[src/rtl/mls_pkg.sv]
// mls_pkg: shared constants, FSM state type and tap-mask helpers for the
// maximum-length-sequence generator.
package mls_pkg;

   localparam int MIN_ORDER   = 3;
   localparam int ORDER_LIMIT = 16;

   typedef enum logic [1:0] {
      ST_IDLE = 2'd0,
      ST_RUN  = 2'd1,
      ST_DONE = 2'd2
   } state_t;

   // Primitive feedback taps per order; tap n occupies bit n-1.
   function automatic logic [ORDER_LIMIT-1:0] tap_mask(input logic [4:0] order);
      logic [ORDER_LIMIT-1:0] m;
      case (order)
         5'd3:    m = 16'h0006;
         5'd4:    m = 16'h000C;
         5'd5:    m = 16'h0014;
         5'd6:    m = 16'h0030;
         5'd7:    m = 16'h0060;
         5'd8:    m = 16'h00B8;
         5'd9:    m = 16'h0110;
         5'd10:   m = 16'h0240;
         5'd11:   m = 16'h0500;
         5'd12:   m = 16'h0829;
         5'd13:   m = 16'h100D;
         5'd14:   m = 16'h2015;
         5'd15:   m = 16'h6000;
         5'd16:   m = 16'hD008;
         default: m = 16'h0000;
      endcase
      return m;
   endfunction

   // Ones in every bit position below the order; doubles as the seed value.
   function automatic logic [ORDER_LIMIT-1:0] order_ones(input logic [4:0] order);
      logic [ORDER_LIMIT-1:0] m;
      m = {ORDER_LIMIT{1'b0}};
      for (int i = 0; i < ORDER_LIMIT; i++) begin
         if (5'(i) < order) begin
            m[i] = 1'b1;
         end else begin
            m[i] = 1'b0;
         end
      end
      return m;
   endfunction

endpackage

[src/rtl/mls_gen_if.sv]
// mls_gen_if: control/status bundle between the DAC stream front end (master)
// and the sequence generator (slave). Build option MLS_TAP_OVERRIDE_EN adds the
// custom tap-mask inputs.
interface mls_gen_if
   import mls_pkg::*;
#(
   parameter int DIV_W = 8,
   parameter int REP_W = 3
);
   logic             en;
   logic             start_i;
   logic             stop_i;
   logic [4:0]       order_i;
   logic [DIV_W-1:0] sel_div_i;
   logic [REP_W-1:0] rep_i;
   logic             busy_o;
   logic             flag_o;
   logic             sig_o;
   logic             done_o;
   logic             err_o;
`ifdef MLS_TAP_OVERRIDE_EN
   logic                   tap_sel_i;
   logic [ORDER_LIMIT-1:0] taps_i;
`endif

   modport master (
`ifdef MLS_TAP_OVERRIDE_EN
      output tap_sel_i, taps_i,
`endif
      output en, start_i, stop_i, order_i, sel_div_i, rep_i,
      input  busy_o, flag_o, sig_o, done_o, err_o
   );

   modport slave (
`ifdef MLS_TAP_OVERRIDE_EN
      input  tap_sel_i, taps_i,
`endif
      input  en, start_i, stop_i, order_i, sel_div_i, rep_i,
      output busy_o, flag_o, sig_o, done_o, err_o
   );

endinterface

[src/rtl/mls_lfsr_core.sv]
// mls_lfsr_core: variable-order Fibonacci shift register. Bits at or above the
// active order are forced to zero through keep_i; msb_o is bit order-1.
module mls_lfsr_core
   import mls_pkg::*;
#(
   parameter int W = ORDER_LIMIT
) (
   input  logic         clk,
   input  logic         srst,
   input  logic         load_i,
   input  logic         shift_i,
   input  logic [W-1:0] keep_i,
   input  logic [W-1:0] mask_i,
   input  logic [4:0]   order_i,
   output logic         msb_o
);

   logic [W-1:0] state_r;
   logic         fb_s;
   logic         msb_s;

   assign fb_s  = ^(state_r & mask_i);
   assign msb_o = msb_s;

   // Seed on load, shift feedback into the LSB on each chip boundary.
   always_ff @(posedge clk) begin
      if (srst) begin
         state_r <= {W{1'b1}};
      end else if (load_i) begin
         state_r <= keep_i;
      end else if (shift_i) begin
         state_r <= {state_r[W-2:0], fb_s} & keep_i;
      end else begin
         state_r <= state_r;
      end
   end

   // Pick bit order-1 without a variable-width index.
   always_comb begin
      msb_s = 1'b0;
      for (int i = 0; i < W; i++) begin
         if (order_i == 5'(i + 1)) begin
            msb_s = state_r[i];
         end else begin
            msb_s = msb_s;
         end
      end
   end

endmodule

[src/rtl/mls_gen.sv]
// mls_gen: runtime-configurable MLS generator with chip-rate divider, finite or
// continuous repetition and start/stop/done control. Build option
// MLS_TAP_OVERRIDE_EN lets a start request supply its own tap mask.
module mls_gen
   import mls_pkg::*;
#(
   parameter int MAX_ORDER = 16,
   parameter int DIV_W     = 8,
   parameter int REP_W     = 3
) (
   input logic     clk,
   input logic     srst,
   mls_gen_if.slave bus
);

   state_t               state_r;
   logic                 busy_r, flag_r, done_r, err_r;
   logic [4:0]           order_r;
   logic [DIV_W-1:0]     div_r, div_cnt_r;
   logic [REP_W-1:0]     rep_r, per_cnt_r;
   logic [MAX_ORDER-1:0] chip_cnt_r, mask_r;

   logic                   legal_s, load_s, shift_s;
   logic                   div_term_s, chip_term_s, last_period_s;
   logic                   msb_s;
   logic [REP_W-1:0]       per_next_s;
   logic [MAX_ORDER-1:0]   chip_last_s, keep_s, start_keep_s, run_keep_s;
   logic [MAX_ORDER-1:0]   table_s, new_mask_s;
   logic [ORDER_LIMIT-1:0] start_ones_s, run_ones_s, table_full_s;

   // Decode order legality, counter terminal counts and LFSR control.
   always_comb begin
      legal_s      = (bus.order_i >= 5'(MIN_ORDER)) && (bus.order_i <= 5'(MAX_ORDER));
      start_ones_s = order_ones(bus.order_i);
      run_ones_s   = order_ones(order_r);
      table_full_s = tap_mask(bus.order_i);
      start_keep_s = start_ones_s[MAX_ORDER-1:0];
      run_keep_s   = run_ones_s[MAX_ORDER-1:0];
      table_s      = table_full_s[MAX_ORDER-1:0];
      // Modulo-2^MAX_ORDER arithmetic keeps 2^order-2 exact even at order MAX_ORDER.
      chip_last_s   = ({{(MAX_ORDER-1){1'b0}}, 1'b1} << order_r) - {{(MAX_ORDER-2){1'b0}}, 2'd2};
      div_term_s    = (div_cnt_r == div_r);
      chip_term_s   = (chip_cnt_r == chip_last_s);
      per_next_s    = per_cnt_r + {{(REP_W-1){1'b0}}, 1'b1};
      last_period_s = (rep_r != {REP_W{1'b0}}) && (per_next_s == rep_r);
      load_s        = (state_r == ST_IDLE) && bus.start_i && legal_s;
      shift_s       = (state_r == ST_RUN) && bus.en && !bus.stop_i && div_term_s;
      if (load_s) begin
         keep_s = start_keep_s;
      end else begin
         keep_s = run_keep_s;
      end
`ifdef MLS_TAP_OVERRIDE_EN
      if (bus.tap_sel_i) begin
         new_mask_s = bus.taps_i[MAX_ORDER-1:0] & start_keep_s;
      end else begin
         new_mask_s = table_s & start_keep_s;
      end
`else
      new_mask_s = table_s & start_keep_s;
`endif
   end

   mls_lfsr_core #(.W(MAX_ORDER)) u_core (
      .clk     (clk),
      .srst    (srst),
      .load_i  (load_s),
      .shift_i (shift_s),
      .keep_i  (keep_s),
      .mask_i  (mask_r),
      .order_i (order_r),
      .msb_o   (msb_s)
   );

   assign bus.busy_o = busy_r;
   assign bus.flag_o = flag_r;
   assign bus.done_o = done_r;
   assign bus.err_o  = err_r;
   assign bus.sig_o  = busy_r & msb_s;

   // Control FSM with chip divider, chip/period counters and registered status.
   always_ff @(posedge clk) begin
      if (srst) begin
         state_r    <= ST_IDLE;
         busy_r     <= 1'b0;
         flag_r     <= 1'b0;
         done_r     <= 1'b0;
         err_r      <= 1'b0;
         order_r    <= 5'd0;
         div_r      <= {DIV_W{1'b0}};
         rep_r      <= {REP_W{1'b0}};
         mask_r     <= {MAX_ORDER{1'b0}};
         div_cnt_r  <= {DIV_W{1'b0}};
         chip_cnt_r <= {MAX_ORDER{1'b0}};
         per_cnt_r  <= {REP_W{1'b0}};
      end else begin
         done_r <= 1'b0;
         err_r  <= 1'b0;
         case (state_r)
            ST_IDLE: begin
               if (bus.start_i) begin
                  if (legal_s) begin
                     order_r    <= bus.order_i;
                     div_r      <= bus.sel_div_i;
                     rep_r      <= bus.rep_i;
                     mask_r     <= new_mask_s;
                     div_cnt_r  <= {DIV_W{1'b0}};
                     chip_cnt_r <= {MAX_ORDER{1'b0}};
                     per_cnt_r  <= {REP_W{1'b0}};
                     busy_r     <= 1'b1;
                     flag_r     <= 1'b1;
                     state_r    <= ST_RUN;
                  end else begin
                     err_r <= 1'b1;
                  end
               end else begin
                  state_r <= ST_IDLE;
               end
            end
            ST_RUN: begin
               if (bus.stop_i) begin
                  busy_r  <= 1'b0;
                  flag_r  <= 1'b0;
                  state_r <= ST_IDLE;
               end else if (bus.en) begin
                  if (div_term_s) begin
                     div_cnt_r <= {DIV_W{1'b0}};
                     if (chip_term_s) begin
                        chip_cnt_r <= {MAX_ORDER{1'b0}};
                        per_cnt_r  <= per_next_s;
                        if (last_period_s) begin
                           busy_r  <= 1'b0;
                           flag_r  <= 1'b0;
                           done_r  <= 1'b1;
                           state_r <= ST_DONE;
                        end else begin
                           flag_r <= 1'b1;
                        end
                     end else begin
                        chip_cnt_r <= chip_cnt_r + {{(MAX_ORDER-1){1'b0}}, 1'b1};
                        flag_r     <= 1'b0;
                     end
                  end else begin
                     div_cnt_r <= div_cnt_r + {{(DIV_W-1){1'b0}}, 1'b1};
                     flag_r    <= 1'b0;
                  end
               end else begin
                  state_r <= ST_RUN;
               end
            end
            ST_DONE: begin
               state_r <= ST_IDLE;
            end
            default: begin
               busy_r  <= 1'b0;
               flag_r  <= 1'b0;
               state_r <= ST_IDLE;
            end
         endcase
      end
   end

endmodule

[src/flat_wrapper.sv]
// flat-port wrapper written by rule: the top's interface ports become plain ports
module mls_gen_flat import mls_pkg::*;
#(
   parameter int MAX_ORDER = 16,
   parameter int DIV_W     = 8,
   parameter int REP_W     = 3
)
  (clk, srst, bus_en, bus_start_i, bus_stop_i, bus_order_i, bus_sel_div_i, bus_rep_i, bus_busy_o, bus_flag_o, bus_sig_o, bus_done_o, bus_err_o);
  mls_gen_if #(.DIV_W(DIV_W), .REP_W(REP_W)) bus_i ();
  input logic clk;
  input logic srst;
  input wire logic [$bits(bus_i.en)-1:0] bus_en;
  input wire logic [$bits(bus_i.start_i)-1:0] bus_start_i;
  input wire logic [$bits(bus_i.stop_i)-1:0] bus_stop_i;
  input wire logic [$bits(bus_i.order_i)-1:0] bus_order_i;
  input wire logic [$bits(bus_i.sel_div_i)-1:0] bus_sel_div_i;
  input wire logic [$bits(bus_i.rep_i)-1:0] bus_rep_i;
  output wire logic [$bits(bus_i.busy_o)-1:0] bus_busy_o;
  output wire logic [$bits(bus_i.flag_o)-1:0] bus_flag_o;
  output wire logic [$bits(bus_i.sig_o)-1:0] bus_sig_o;
  output wire logic [$bits(bus_i.done_o)-1:0] bus_done_o;
  output wire logic [$bits(bus_i.err_o)-1:0] bus_err_o;
  assign bus_i.en = bus_en;
  assign bus_i.start_i = bus_start_i;
  assign bus_i.stop_i = bus_stop_i;
  assign bus_i.order_i = bus_order_i;
  assign bus_i.sel_div_i = bus_sel_div_i;
  assign bus_i.rep_i = bus_rep_i;
  assign bus_busy_o = bus_i.busy_o;
  assign bus_flag_o = bus_i.flag_o;
  assign bus_sig_o = bus_i.sig_o;
  assign bus_done_o = bus_i.done_o;
  assign bus_err_o = bus_i.err_o;
  mls_gen #(.MAX_ORDER(MAX_ORDER), .DIV_W(DIV_W), .REP_W(REP_W)) u_core (.clk(clk), .srst(srst), .bus(bus_i));
endmodule
[config.mk]
export PLATFORM = sky130hd
export DESIGN_NAME = mls_gen_flat
export DESIGN_NICKNAME = d
export VERILOG_FILES = /design/src/rtl/mls_pkg.sv /design/src/rtl/mls_gen_if.sv /design/src/rtl/mls_lfsr_core.sv /design/src/rtl/mls_gen.sv /design/src/flat_wrapper.sv
export SDC_FILE = /design/constraint.sdc
export NUM_CORES = 1
export LEC_CHECK = 0
export ABC_CLOCK_PERIOD_IN_PS = 2940
export CORE_ASPECT_RATIO = 2
export CORE_UTILIZATION = 55
export CTS_BUF_LIST = sky130_fd_sc_hd__clkbuf_16
export CTS_CLUSTER_SIZE = 25
export DETAILED_ROUTE_END_ITERATION = 10
export PLACE_DENSITY = 0.75
export SYNTH_ARGS = -nofsm -noshare
export SYNTH_HDL_FRONTEND = slang
export SYNTH_HIERARCHICAL = 1
export SYNTH_SLANG_ARGS = --single-unit
[constraint.sdc]
create_clock -name clk -period 2.94 [get_ports clk]
set_clock_uncertainty 0.1 [all_clocks]
set_input_delay 0.588 -clock clk [delete_from_list [all_inputs] [get_ports clk]]
set_output_delay 0.588 -clock clk [all_outputs]
set_load 0.005 [all_outputs]
==> run_summary.xml <==
<?xml version="1.0" encoding="UTF-8"?>
<metrics>
  <group name="synth">
    <metric name="synth_async_sr_flop_share" unit="">0</metric>
    <metric name="avgSynthCellArea" unit="um2">7.71</metric>
    <metric name="yosysWarnings" unit="">6</metric>
    <metric name="postSynth.topFlopCell" unit="">dfxtp_1</metric>
    <metric name="synth.ff_latch_count" unit="">81</metric>
    <metric name="netlist.area_leader.share" unit="">0.321</metric>
    <metric name="cell_count_after_synthesis" unit="">656</metric>
    <metric name="cell_accounting_for_the_most_synthesized_area" unit="">dfxtp_1</metric>
    <metric name="synth.distinct_cells" unit="">63</metric>
    <metric name="post_synth_instance_area" unit="um2">5060</metric>
    <metric name="dominant_cells_by_area_after_synthesis" unit="">dfxtp_1 32%, nand2_1 7.0%, a21oi_1 5.9%, xor2_1 5.9%, nor2_1 5.0%</metric>
    <metric name="synth_edf_count" unit="">0</metric>
    <metric name="synth_seq_area_share" unit="">0.321</metric>
    <metric name="synth_fp_nets" unit="">686</metric>
  </group>
  <group name="clocking">
    <metric name="worst_skew_pair.late_latency" unit="ps">340</metric>
    <metric name="clk_pin_slew_worst_paths" unit="ps">60</metric>
    <metric name="tritoncts" unit="">built</metric>
    <metric name="htreeDepth" unit="">3</metric>
    <metric name="cts.path.max_buffers" unit="">2</metric>
    <metric name="total_clock_buffers_created_by_cts" unit="">9</metric>
    <metric name="ctsRootBufferMaster" unit="">clkbuf_16</metric>
    <metric name="postCtsHoldBufs" unit="">0</metric>
    <metric name="clock_sinks" unit="">81</metric>
  </group>
  <group name="grt">
    <metric name="global_routing_s_busiest_layer" unit="">met2</metric>
    <metric name="met3_capacity_usage_during_global_routing" unit="">0.0395</metric>
    <metric name="total_track_usage" unit="">0.303</metric>
    <metric name="grt_start_max_net_pins" unit="">30</metric>
    <metric name="global_route.usage.met1" unit="">0.302</metric>
    <metric name="global_route.overflow_total" unit="">0</metric>
    <metric name="grt_pass1_wl" unit="um">22800</metric>
    <metric name="first_global_vias" unit="">4684</metric>
    <metric name="antenna_violations_before_repair" unit="">0</metric>
    <metric name="gr-usage-met2" unit="">0.554</metric>
  </group>
  <group name="sta">
    <metric name="min_period_over_period" unit="">0.981</metric>
    <metric name="timing_worst_slew_pin_value" unit="ps">716</metric>
    <metric name="max_freq" unit="MHz">347</metric>
    <metric name="report.final.slew_viol_count" unit="">0</metric>
    <metric name="grt_setup_unrepaired" unit="">yes</metric>
    <metric name="report.final.setup_viol" unit="">0</metric>
    <metric name="timing.setup.tns" unit="ps">0</metric>
    <metric name="layout_min_cycle_time" unit="ps">2890</metric>
    <metric name="timing.max_slew.rel_slack" unit="">0.522</metric>
    <metric name="post-route-worst-setup-slack" unit="ps">54.7</metric>
    <metric name="hold_violations" unit="">0</metric>
  </group>
  <group name="power_and_ir_drop">
    <metric name="powerDensity" unit="nW/um2">453</metric>
    <metric name="power.ir.vdd_worst" unit="mV">0.442</metric>
    <metric name="cellLeakagePower" unit="nW">2.38</metric>
  </group>
  <group name="detailed_routing">
    <metric name="firstDrtPassIters" unit="">5</metric>
    <metric name="via_per_inst" unit="">6.17</metric>
    <metric name="final_antenna_net_count" unit="">0</metric>
    <metric name="avgRoutedWirePerCell" unit="um">18.2</metric>
    <metric name="wl" unit="um">14600</metric>
    <metric name="dr.first_iter.drc_count" unit="">403</metric>
    <metric name="drt_drc_violations_left" unit="">0</metric>
    <metric name="num_vias" unit="">4956</metric>
  </group>
  <group name="die">
    <metric name="die_y" unit="um">138</metric>
    <metric name="floorplan.rows" unit="">49</metric>
    <metric name="design.core.area" unit="um2">8950</metric>
    <metric name="fp.dieArea" unit="um2">9610</metric>
    <metric name="start_util" unit="">0.565</metric>
    <metric name="ios" unit="">26</metric>
    <metric name="die_width" unit="um">69.8</metric>
  </group>
  <group name="place">
    <metric name="postPlaceCellArea" unit="um2">5620</metric>
    <metric name="detailedPlacementHpwl" unit="um">10400</metric>
    <metric name="numPlacedInstances" unit="">780</metric>
    <metric name="finalWeightedCongestion" unit="">0.972</metric>
    <metric name="dp_slack" unit="ps">-185</metric>
    <metric name="portBuffers" unit="">25</metric>
  </group>
  <group name="setup_path">
    <metric name="critical_path_peak_fanout" unit="">7</metric>
    <metric name="worstSetupPathType" unit="">reg2reg</metric>
    <metric name="setup.worst_path.end_class" unit="">register</metric>
    <metric name="timing.critical_path.from_type" unit="">register</metric>
    <metric name="cp.required" unit="ps">3120</metric>
    <metric name="crit_arrival" unit="ps">3060</metric>
  </group>
  <group name="finish">
    <metric name="syn_to_final_growth" unit="%">22.5</metric>
    <metric name="layout_commonest_cell" unit="">nand2_1</metric>
    <metric name="finish.net_count" unit="">726</metric>
    <metric name="insertedDiodeCount" unit="">0</metric>
    <metric name="layout.cells.most_common_list" unit="">94 x nand2_1, 78 x dfxtp_1, 59 x a21oi_1</metric>
    <metric name="final_cell_count_no_fill" unit="">803</metric>
    <metric name="layout-drive-gt1-share" unit="">0.184</metric>
    <metric name="fillCellCount" unit="">733</metric>
    <metric name="finish.instance_area" unit="um2">6190</metric>
  </group>
  <group name="flow_run">
    <metric name="maxCapViolations" unit="">0</metric>
  </group>
  <group name="status">
    <metric name="outcome" unit="">finished, final reports clean</metric>
  </group>
  <group name="worst_hold_path">
    <metric name="timing.hold.worst.class" unit="">reg2reg</metric>
  </group>
</metrics>
==> final timing paths <==
path	start	end	slack [ps]	cells past startpoint
hold reg to reg	u_core/mask_r[14]	u_core/mask_r[14]	370	2
setup / recovery	u_core/order_r[0]	u_core/per_cnt_r[1]	50	11
hold / removal	u_core/mask_r[14]	u_core/mask_r[14]	370	2
setup reg to reg	u_core/order_r[0]	u_core/per_cnt_r[1]	50	11
==> stage by stage <==
| step | utilization | power (mW) | hold slack, ps |
|---|---|---|---|
| after floorplan | - | 1.52 | 332 |
| after global placement | 0.628 | 1.70 | 340 |
| after detailed placement | 0.628 | 1.71 | 355 |
| after CTS | 0.665 | 2.76 | 364 |
| after global routing | 0.692 | 2.92 | 388 |
| final | 0.692 | 2.81 | 367 |
==> worst max-delay path: stages, from the launching register on <==
cell and delay, ps:
dfxtp_4 350, buf_6 130, buf_6 120, nand3b_1 190, ha_4 220, xor2_2 170
o31ai_1 250, a22oi_1 140, nor4b_1 330, and4_4 360, mux2_2 350, a21oi_1 120
==> cell usage after synthesis, drive strengths merged (2+ instances only) <==
| cell | n |
|---|---|
| nand2 | 96 |
| dfxtp | 81 |
| nor2 | 68 |
| a21oi | 61 |
| xor2 | 34 |
| buf | 26 |
| clkbuf | 26 |
| o21ai | 22 |
| xnor2 | 21 |
| nand3 | 19 |
| a21o | 15 |
| a221o | 15 |
| a31oi | 15 |
| nor3 | 13 |
| inv | 12 |
| nand4 | 10 |
| ha | 9 |
| and3 | 8 |
| mux2i | 8 |
| nand3b | 7 |
| nor3b | 7 |
| nor4 | 7 |
| a211oi | 6 |
| mux2 | 5 |
| nand2b | 5 |
| nor2b | 5 |
| and4 | 4 |
| o211ai | 4 |
| o31ai | 4 |
| or2 | 4 |
| a22o | 3 |
| a22oi | 3 |
| and2 | 3 |
| o21a | 3 |
| or3 | 3 |
| or3b | 3 |
| a211o | 2 |
| a221oi | 2 |
| a311oi | 2 |
| a32oi | 2 |
| nor4b | 2 |
| o22ai | 2 |
==> layout make-up <==
class,count,area [um2],area share
Sequential cell,81,1630,0.263
Multi-Input combinational cell,511,3340,0.540
Timing Repair Buffer,81,771,0.124
Clock inverter,7,55.1,0.00889
Tap cell,102,128,0.0206
Inverter,12,45.0,0.00727
Clock buffer,9,225,0.0364
==> what timing repair did <==
item                       4_1_cts  5_1_grt
gates resized for setup          6       45
setup buffers                    1        4
gates cloned                     1        1
setup endpoints to repair        1       40
pin swaps                        1        7
==> per-layer routing <==
metal | wire (um) | vias to the layer above | share of wire
met5 | 0 | - | 0
met4 | 1060 | 0 | 0.072
met3 | 442 | 53 | 0.030
met2 | 7910 | 146 | 0.54
met1 | 5180 | 2348 | 0.36
li1 | - | 2409 | -
==> power breakdown <==
| group | switching [mW] | internal (mW) |
|---|---|---|
| Clock | 0.478 | 0.579 |
| Combinational | 0.296 | 0.260 |
| Sequential | 0.0555 | 1.14 |
| Total | 0.830 | 1.98 |
==> sequential cells by signal (all words and copies together), names as in the netlist <==
name	flops
u_core/bus.busy_o	1
u_core/chip_cnt_r	16
u_core/bus.done_o	1
u_core/div_cnt_r	8
u_core/u_core/state_r	16
u_core/mask_r	16
u_core/per_cnt_r	3
u_core/bus.flag_o	1
u_core/order_r	5
u_core/div_r	8
u_core/bus.err_o	1
u_core/state_r	2
u_core/rep_r	3
==> cells by family after synthesis <==
| family | after synthesis | share of synthesized area |
|---|---|---|
| muxes | 13 | 0.0270 |
| adders and majority gates | 9 | 0.0223 |
| DFF | 81 | 0.321 |
| buffers and inverters | 64 | 0.0567 |
| AOI/OAI and AO/OA | 167 | 0.221 |
| xor gates and xnor gates | 55 | 0.0982 |
| and+or+nand+nor | 267 | 0.254 |
Note: power is estimated with default switching activity, not from simulation.
==> edit: new RTL, same settings <==
`DIV_W` is set to 8 in 3 places; all go to 12.
--- a/src/rtl/mls_gen_if.sv
+++ b/src/rtl/mls_gen_if.sv
@@ -5,5 +5,5 @@
    import mls_pkg::*;
 #(
-   parameter int DIV_W = 8,
+   parameter int DIV_W = 12,
    parameter int REP_W = 3
 );
--- a/src/rtl/mls_gen.sv
+++ b/src/rtl/mls_gen.sv
@@ -6,5 +6,5 @@
 #(
    parameter int MAX_ORDER = 16,
-   parameter int DIV_W     = 8,
+   parameter int DIV_W     = 12,
    parameter int REP_W     = 3
 ) (
--- a/src/flat_wrapper.sv
+++ b/src/flat_wrapper.sv
@@ -3,5 +3,5 @@
 #(
    parameter int MAX_ORDER = 16,
-   parameter int DIV_W     = 8,
+   parameter int DIV_W     = 12,
    parameter int REP_W     = 3
 )
Interface: changed (resized bus_sel_div_i); port bits go from 26 to 30. The function was not compared with the original's and may differ.
==> edit against the unedited design <==
The run now ends with negative setup slack left. Global-route usage grew 3.2 points. Count of clock-buffer cells in the layout is the same. Sequential cell count grew 8. Synthesized cell count grew 6.1%. Utilization grew 1.8 points. Combinational power grew 12%. Wire length grew 17%. Worst hold slack lost 0.0045 ns. Setup slack lost 0.58 ns. Via count grew 14%. Design area grew 13%. Synthesized area grew 11%. Total power grew 8.1%. Largest cell class unchanged.
==> edit: results (changes against the unedited design) <==
[routing]
drtPass1Iterations=5  ; unchanged
routed_wire_length_per_instance_um=18.8  ; +3.4%
detail_route.vias_per_cell=6.24  ; +1.2%
drt-initial-drc-count=426  ; +5.7%

[placement]
routability_driven_placement_congestion_ratio=0.913  ; -6.0%
io_buffers=29  ; +16%
dp_hpwl_um=12200  ; +17%

[clock_tree]
cts_bufs_inserted=9  ; unchanged
cts-root-buf=sky130_fd_sc_hd__clkbuf_16
clock_tree.htree_level_count=3  ; unchanged
worst_skew_pair.late_latency_ns=0.35
cts.path.max_buffers=2  ; unchanged
cts.reportedPaths.clkPinSlew_ns=0.07

[synth]
synth.area.top_cells=sky130_fd_sc_hd__dfxtp_1 32%, sky130_fd_sc_hd__nand2_1 6.0%, sky130_fd_sc_hd__a21oi_1 5.4%
synthDistinctLibCells=78  ; +24%
synth-warning-count=6  ; unchanged
syn_nets=730  ; +6.4%
ys_seq_area_share_pct=31.8  ; -0.23 points
synth-async-reset-ratio_pct=0  ; unchanged
post_synth_most_frequent_cells=89 x sky130_fd_sc_hd__dfxtp_1, 89 x sky130_fd_sc_hd__nand2_1, 60 x sky130_fd_sc_hd__a21oi_1, 52 x sky130_fd_sc_hd__nor2_1, 33 x sky130_fd_sc_hd__xor2_1

[global_routing]
grt_pass1_vias=5595  ; +19%
wire_length_of_the_first_global_routing_pass_um=27300  ; +20%
global_route.usage.total_pct=33.5  ; +3.2 points
antenna_found_initial=0  ; unchanged
grt_max_degree=39  ; +30%
globalRouteOverflowTotal=0  ; unchanged

[timing]
setup-violations-final=25  ; +25
layout_setup_ws_ns=-0.523  ; -0.578 ns
max_slew_margin_pct=31.3  ; -21 points

[worst_setup_path]
cpPeakStageDelay_ns=0.58  ; +0.22 ns
timing.critical_path.max_delay_family=simple AND/OR/NAND/NOR gates
timing.critical_path.fanout_max=8  ; +1
crit_slowest_cell=sky130_fd_sc_hd__or4_4
worst-endpoint-arrival_ns=3.60  ; +0.54 ns

[pwr]
max-vdd-ir-drop_uv=385  ; -13%
p_leak_uw=0.00274  ; +15%

[layout]
drive_gt1_share_pct=21.3  ; +2.9 points
insertedDiodeCount=0  ; unchanged
fin_nets=803  ; +11%
top_regs=u_core/chip_cnt_r: 16 flops, u_core/mask_r: 16 flops, u_core/u_core/state_r: 16 flops

[run_status]
status=complete, but fails checks
violations=negative setup slack

[hold_path]
min-delay-path-class=flop to flop

edit: path summary, 6_finish.rpt:
path | from | slack (ns) | end | depth (start not counted)
worst max-delay path | u_core/order_r[4]$_SDFFE_PP0P_ | -0.52 | u_core/chip_cnt_r[5]$_SDFFE_PP0P_ | 11
worst max register to register | u_core/order_r[4]$_SDFFE_PP0P_ | -0.52 | u_core/chip_cnt_r[5]$_SDFFE_PP0P_ | 11
worst min-delay path | u_core/mask_r[11]$_SDFFE_PP0P_ | 0.36 | u_core/mask_r[11]$_SDFFE_PP0P_ | 2
worst min register to register | u_core/mask_r[11]$_SDFFE_PP0P_ | 0.36 | u_core/mask_r[11]$_SDFFE_PP0P_ | 2
edit: report_power, final:
part           internal (uW)  switching [uW]
logic                    284             338
registers               1250            55.1
clock network            588             520
total                   2120             913
edit: timing repair:
| action | 4_1_cts | 5_1_grt |
|---|---|---|
| gates resized for setup | 22 | 12 |
| setup buffers | 5 | 3 |
| pin swaps | 15 | 9 |
| gates cloned | 1 | 0 |
| endpoints found under the setup margin | 25 | 41 |
| hold buffers | 0 | 0 |
edit: final cells by class:
cell class,instances,area (um^2)
inverters,12,45.0
well taps,132,165
multi-input cells,543,3700
clock buffers,9,225
clock inverters,7,61.3
flip-flops and latches,89,1790
fillers,820,2850
repair buffers,114,993
edit: cell families (layout without fill, tap and decap cells):
kind of cell	count (synthesis)	in the layout	synth area share, %
AND/OR/NAND/NOR	289	289	26.9
adder cells (fa/ha/maj)	9	9	2.01
multiplexers	9	9	1.74
flip-flops	89	89	31.8
XOR/XNOR	61	61	10.1
AO/OA/AOI/OAI	175	175	22.1
buffers and inverters	64	142	5.30
edit: through the flow:
| stage | instance area [um^2] | TNS, ns | instances | setup WS (ns) |
|---|---|---|---|---|
| 2_1_floorplan | 5670 | -10.50 | 696 | -0.555 |
| 3_3_place_gp | 6440 | -12.18 | 882 | -0.426 |
| 3_5_place_dp | 6440 | -15.97 | 882 | -0.510 |
| 4_1_cts | 6910 | -9.57 | 904 | -0.466 |
| 5_1_grt | 6970 | -14.71 | 906 | -0.663 |
| 6_report | 6970 | -11.37 | 906 | -0.523 |
edit: routing by layer:
layer	up-vias	part of all wire, %	global-route usage (%)
met3	81	3.8	4.99
met4	0	6.4	20.5
met1	2709	35	34.7
met2	194	55	61.6
met5	-	0	0
li1	2673	-	-
